### src/rtl/mux_rr_stage_pkg.sv
// Shared constants and helpers for the selector/arbiter stage.
// Mode encodings plus a constant-safe log2 for channel index widths.
package npc_mux_pkg;

    localparam logic MODE_SEL = 1'b0;
    localparam logic MODE_RR  = 1'b1;

    // Smallest r with (1 << r) >= v; usable in parameter expressions.
    function automatic int clog2(input int v);
        int r;
        r = 0;
        for (int i = 0; i < 31; i++) begin
            if ((1 << i) < v) r = i + 1;
        end
        return r;
    endfunction

endpackage

### src/rtl/mux_rr_stage_if.sv
// Handshake bundle between the board-side sources and the selector stage.
// master = the source/sink side, slave = the stage itself.
interface mux_rr_stage_if
    import npc_mux_pkg::*;
#(
    parameter int N = 4,
    parameter int W = 2
);
    localparam int SELW = clog2(N);

    logic              mode;
    logic [SELW-1:0]   sel;
    logic [N-1:0]      in_valid;
    logic [N*W-1:0]    in_data;
    logic [N-1:0]      in_ready;
    logic              out_valid;
    logic [W-1:0]      out_data;
    logic [SELW-1:0]   out_ch;
    logic              out_ready;

    modport master (
        output mode, sel, in_valid, in_data, out_ready,
        input  in_ready, out_valid, out_data, out_ch
    );

    modport slave (
        input  mode, sel, in_valid, in_data, out_ready,
        output in_ready, out_valid, out_data, out_ch
    );

endinterface

### src/rtl/mux_rr_stage_rr_pick.sv
// Rotating priority picker: first requester after 'last', wrapping modulo N.
// Purely combinational.
module rr_pick
    import npc_mux_pkg::*;
#(
    parameter  int N    = 4,
    localparam int SELW = clog2(N)
) (
    input  logic [N-1:0]    req,
    input  logic [SELW-1:0] last,
    output logic            gnt_valid,
    output logic [SELW-1:0] gnt_idx
);

    logic [SELW-1:0] w_idx;

    // Scan from farthest to nearest so the nearest requester overwrites.
    always_comb begin
        gnt_valid = 1'b0;
        gnt_idx   = '0;
        w_idx     = '0;
        for (int k = N; k >= 1; k--) begin
            w_idx = SELW'((int'(last) + k) % N);
            if (req[w_idx]) begin
                gnt_valid = 1'b1;
                gnt_idx   = w_idx;
            end
        end
    end

endmodule

### src/rtl/mux_rr_stage.sv
// N-channel W-bit selector with one registered output slot; fixed-select or
// round-robin grant, valid/ready on every channel, full 1 word/cycle throughput.
module mux_rr_stage
    import npc_mux_pkg::*;
#(
    parameter int N = 4,
    parameter int W = 2
) (
    input  logic             clk,
    input  logic             rst_n,
    mux_rr_stage_if.slave    bus
);

    localparam int SELW = clog2(N);

    logic              r_out_valid;
    logic [W-1:0]      r_out_data;
    logic [SELW-1:0]   r_out_ch;
    logic [SELW-1:0]   r_last;

    logic              w_accept;
    logic              w_rr_vld;
    logic [SELW-1:0]   w_rr_idx;
    logic              w_sel_vld;
    logic              w_gnt_vld;
    logic [SELW-1:0]   w_gnt_idx;
    logic              w_xfer;
    logic [W-1:0]      w_gnt_data;
    logic [N-1:0]      w_in_ready;

    rr_pick #(.N(N)) u_pick (
        .req       (bus.in_valid),
        .last      (r_last),
        .gnt_valid (w_rr_vld),
        .gnt_idx   (w_rr_idx)
    );

    // An out-of-range sel matches no channel, so it simply never grants.
    always_comb begin
        w_sel_vld = 1'b0;
        for (int i = 0; i < N; i++) begin
            if (bus.sel == SELW'(i)) w_sel_vld = bus.in_valid[i];
        end
    end

    assign w_accept  = !r_out_valid || bus.out_ready;
    assign w_gnt_vld = (bus.mode == MODE_RR) ? w_rr_vld : w_sel_vld;
    assign w_gnt_idx = (bus.mode == MODE_RR) ? w_rr_idx : bus.sel;
    assign w_xfer    = w_accept && w_gnt_vld;

    always_comb begin
        w_gnt_data = '0;
        w_in_ready = '0;
        for (int i = 0; i < N; i++) begin
            if (w_gnt_idx == SELW'(i)) w_gnt_data = bus.in_data[i*W +: W];
            w_in_ready[i] = rst_n && w_xfer && (w_gnt_idx == SELW'(i));
        end
    end

    always_ff @(posedge clk or negedge rst_n) begin
        if (!rst_n) begin
            r_out_valid <= 1'b0;
            r_out_data  <= '0;
            r_out_ch    <= '0;
            r_last      <= SELW'(N - 1);
        end else begin
            if (w_xfer) begin
                r_out_valid <= 1'b1;
                r_out_data  <= w_gnt_data;
                r_out_ch    <= w_gnt_idx;
                if (bus.mode == MODE_RR) r_last <= w_gnt_idx;
            end else if (bus.out_ready) begin
                r_out_valid <= 1'b0;
            end
        end
    end

    assign bus.in_ready  = w_in_ready;
    assign bus.out_valid = r_out_valid;
    assign bus.out_data  = r_out_data;
    assign bus.out_ch    = r_out_ch;

endmodule

### src/flat_wrapper.sv
// flat-port wrapper written by rule: the top's interface ports become plain ports
module mux_rr_stage_flat import npc_mux_pkg::*;
#(
    parameter int N = 4,
    parameter int W = 2
)
  (clk, rst_n, bus_mode, bus_sel, bus_in_valid, bus_in_data, bus_out_ready, bus_in_ready, bus_out_valid, bus_out_data, bus_out_ch);
  mux_rr_stage_if #(.N(N), .W(W)) bus_i ();
  input  logic clk;
  input  logic rst_n;
  input wire logic [$bits(bus_i.mode)-1:0] bus_mode;
  input wire logic [$bits(bus_i.sel)-1:0] bus_sel;
  input wire logic [$bits(bus_i.in_valid)-1:0] bus_in_valid;
  input wire logic [$bits(bus_i.in_data)-1:0] bus_in_data;
  input wire logic [$bits(bus_i.out_ready)-1:0] bus_out_ready;
  output wire logic [$bits(bus_i.in_ready)-1:0] bus_in_ready;
  output wire logic [$bits(bus_i.out_valid)-1:0] bus_out_valid;
  output wire logic [$bits(bus_i.out_data)-1:0] bus_out_data;
  output wire logic [$bits(bus_i.out_ch)-1:0] bus_out_ch;
  assign bus_i.mode = bus_mode;
  assign bus_i.sel = bus_sel;
  assign bus_i.in_valid = bus_in_valid;
  assign bus_i.in_data = bus_in_data;
  assign bus_i.out_ready = bus_out_ready;
  assign bus_in_ready = bus_i.in_ready;
  assign bus_out_valid = bus_i.out_valid;
  assign bus_out_data = bus_i.out_data;
  assign bus_out_ch = bus_i.out_ch;
  mux_rr_stage #(.N(N), .W(W)) u_core (.clk(clk), .rst_n(rst_n), .bus(bus_i));
endmodule
### config.mk
export PLATFORM = sky130hd
export DESIGN_NAME = mux_rr_stage_flat
export DESIGN_NICKNAME = d
export VERILOG_FILES = /design/src/rtl/mux_rr_stage_pkg.sv /design/src/rtl/mux_rr_stage_if.sv /design/src/rtl/mux_rr_stage_rr_pick.sv /design/src/rtl/mux_rr_stage.sv /design/src/flat_wrapper.sv
export SDC_FILE = /design/constraint.sdc
export NUM_CORES = 1
export LEC_CHECK = 0
export CAP_MARGIN = 20
export CORE_MARGIN = 8
export CORE_UTILIZATION = 34
export CTS_CLUSTER_SIZE = 8
export DETAILED_ROUTE_END_ITERATION = 16
export HOLD_SLACK_MARGIN = 0.02
export PLACE_DENSITY = 0.82
export SYNTH_ARGS = -nofsm -noshare
export SYNTH_HDL_FRONTEND = slang
export SYNTH_SLANG_ARGS = --single-unit
### constraint.sdc
create_clock -name clk -period 1.9 [get_ports clk]
set_input_delay 0.19 -clock clk [delete_from_list [all_inputs] [get_ports clk]]
set_output_delay 0.19 -clock clk [all_outputs]
set_load 0.1 [all_outputs]
==> results.md <==
* RePlAce Congestion at 0.727
* Max VDD drop at 672 uV
* Synthesized cell area at 527 um2
* RSZ-0062 raised after global routing: true
* Number of port buffers at 26
* Most common cell after layout, fill and taps aside: buf_4
* Vias in the first global route at 684
* FP Rows at 14
* Via density at 5.32
* Distinct cells, synth at 24
* Fmax at 0.448 GHz
* Crit Path Class: reg -> out
* Final Max Tran Viols at 0
* Setup crit start kind: register
* First-pass GRT wire length at 3.64 mm
* Initial Util at 35.8%
* DR WL/cell at 20.0 um
* Clock Pin Slew Worst Setup and Hold Paths at 0.07 ns
* DR pass1 iterations at 4
* Synthesized area per cell at 10.8 um2
* Number of remaining DRC errors at 0
* Power per Cell Area at 1290 nW/um2
* Die width at 55.4 um
* Crit path max-delay cell type: dfstp_2
* CTS sink count at 7
* Via count at 601
* Max Cap Viol at 0
* Final Total Pwr at 1390 uW
* Cells after synthesis at 49
* Layout cells sized above 1 at 62.9%
* Core area at 1470 um2
* Num CTS Buffers at 3
* Cell taking the most area after synthesis: dfrtp_1
* Fin. Hold Viols at 0
* Top cells by area, synth: dfrtp_1 24%, mux2_2 13%, dfstp_2 10%
* Initial antenna violation count at 0
* Total Routing Usage GR at 14.8%
* Largest net degree at the start of global routing at 7
* Clock tree buffer depth at 2
* Die Y at 55.4 um
* Crit path DAT at 2.04 ns
* Yosys warnings at 0
* Worst Max-Slew Pin Slew at 0.295 ns
* H-tree Lvls at 1
* Worst setup EP type: output pin
* Post-DP HPWL at 1.44 mm
* Top delay family on crit path: flip-flops
* WL final at 2.26 mm
* Crit Path Max Fanout at 4
* P_leak at 0.000469 uW
* Worst EP required at 1.71 ns
* Initial DRC count at 16
* Syn_nets at 67
* Slowest cell delay on critical path at 0.56 ns
* Seq/Total Area, Yosys at 33.7%
* Full die area at 3060 um2
* Ports at 27
* CP Cell Sequence: nand2b_4 -> a22o_1 -> a211oi_2 -> mux2_4 -> or2_4 -> nor2_4 -> buf_12
* Clk_lat worst skew at 0.26 ns
* Share of the synthesized area in the top cell type at 23.8%
* Status: complete, but fails checks
* Most frequent cells in the layout: 21 x buf_4, 12 x clkdlybuf4s50_1, 5 x buf_12
* ANT cells at 0
* Clk root buf: clkbuf_4
* Failing checks: negative setup slack
* TritonCTS clock tree: yes
* Grt ovf at 0
* Final worst setup slack at -0.334 ns
* Final period util at 118%
* Fin cells at 113
* Worst Skew at 0.0190 ns
* Nets at 116
* Area delta synth->final at 104%
* Tmin final at 2.23 ns
* Max-slew headroom at 80.3%
* Worst Path Buf+Inv at 1
* Number of synthesized register bits at 7
* Hold/Removal Path Class: in -> async
* ANT nets after route at 0
* Final setup vio count at 6
* Placed Instances at 101
## per-layer routing
metal / part of all wire, % / GRT usage (%) / wire (um) / vias up
met5: 0 / 0 / 0 / -
met4: 1.8 / 5.28 / 40 / 0
met3: 7.6 / 4.79 / 171 / 4
met2: 55 / 27.1 / 1250 / 30
met1: 35 / 15.1 / 801 / 286
li1: - / - / - / 281
## report_power, final
part	switching (uW)	internal, uW	total, uW
sequential	61.1	225	286
combinational	562	399	960
clock	58.8	80.2	139
total	682	704	1390
## registers in the layout (all words and copies together) (netlist names)
name,count
u_core.r_last,2
u_core.bus.out_ch,2
u_core.bus.out_valid,1
u_core.bus.out_data,2
## kinds of logic (layout without fill, tap and decap cells)
| kind of cell | count (synthesis) | count (layout) | synth area share (%) |
|---|---|---|---|
| AO/OA/AOI/OAI | 11 | 11 | 17.8 |
| buffers and inverters | 5 | 53 | 3.56 |
| flip-flops | 7 | 7 | 33.7 |
| multiplexers | 10 | 10 | 28.3 |
| AND/OR/NAND/NOR | 16 | 16 | 16.6 |
## worst register-to-register path, stage by stage (launching register included)
cell and delay, ns:
dfstp_2 0.39, buf_12 0.13, a211oi_2 0.25, o21ai_2 0.11, a31oi_4 0.19, buf_6 0.13
mux4_2 0.50, mux2_4 0.28
## cell usage after synthesis
cell and count:
a22o_1 1, mux4_1 1, a31oi_1 1, nand3_1 1, or4_2 1, nor3_2 1
nand2_1 4, or2_2 1, inv_2 1, nand2b_1 1, nor2b_4 1, nor2_1 6
o21ai_2 1, mux2_2 6, a31oi_4 1, mux2i_1 1, a21oi_2 1, inv_1 4
a211oi_1 3, dfrtp_1 5, dfstp_2 2, o211ai_1 1, mux4_2 2, o21ai_0 2
## path summary, 6_finish.rpt
path,start,to,slack [ns],depth (start not counted)
max in group asynchronous,rst_n,u_core.r_last[0],1.25,2
worst max-delay path,u_core.r_last[0],bus_in_ready[1],-0.33,7
worst min-delay path,rst_n,u_core.bus.out_data[0],0.18,1
worst max register to register,u_core.r_last[1],u_core.bus.out_data[1],-0.18,7
min in group clk,bus_in_valid[0],u_core.bus.out_valid,0.49,4
worst min register to register,u_core.bus.out_ch[0],u_core.bus.out_ch[0],0.52,1
## stage by stage
step	setup TNS (ns)	instance area [um2]	worst slack [ns]	util [%]	hold WS, ns
after floorplan	-0.825	564	-0.159	-	-0.106
after global placement	-3.30	947	-0.430	64.4	0.433
after detailed placement	-3.80	947	-0.478	64.4	0.443
after CTS	-1.28	1060	-0.278	71.9	0.184
after global routing	-1.98	1070	-0.392	73.0	0.194
final	-1.47	1070	-0.334	73.0	0.176
## timing repair
| item | CTS | global route |
|---|---|---|
| pin swaps | 2 | 3 |
| gates cloned | 0 | 0 |
| hold buffers | 0 | 0 |
| buffers inserted | 6 | 2 |
| setup endpoints to repair | 9 | 9 |
| resized for setup | 16 | 2 |
## cell type report
class                   count  area, um2
inverters                   5       18.8
clock buffers               4       26.3
fillers                    92        397
well taps                  16       20.0
multi-input cells          37        402
repair buffers             44        429
flip-flops and latches      7        179
No activity file was read; power rests on OpenSTA's default activity.
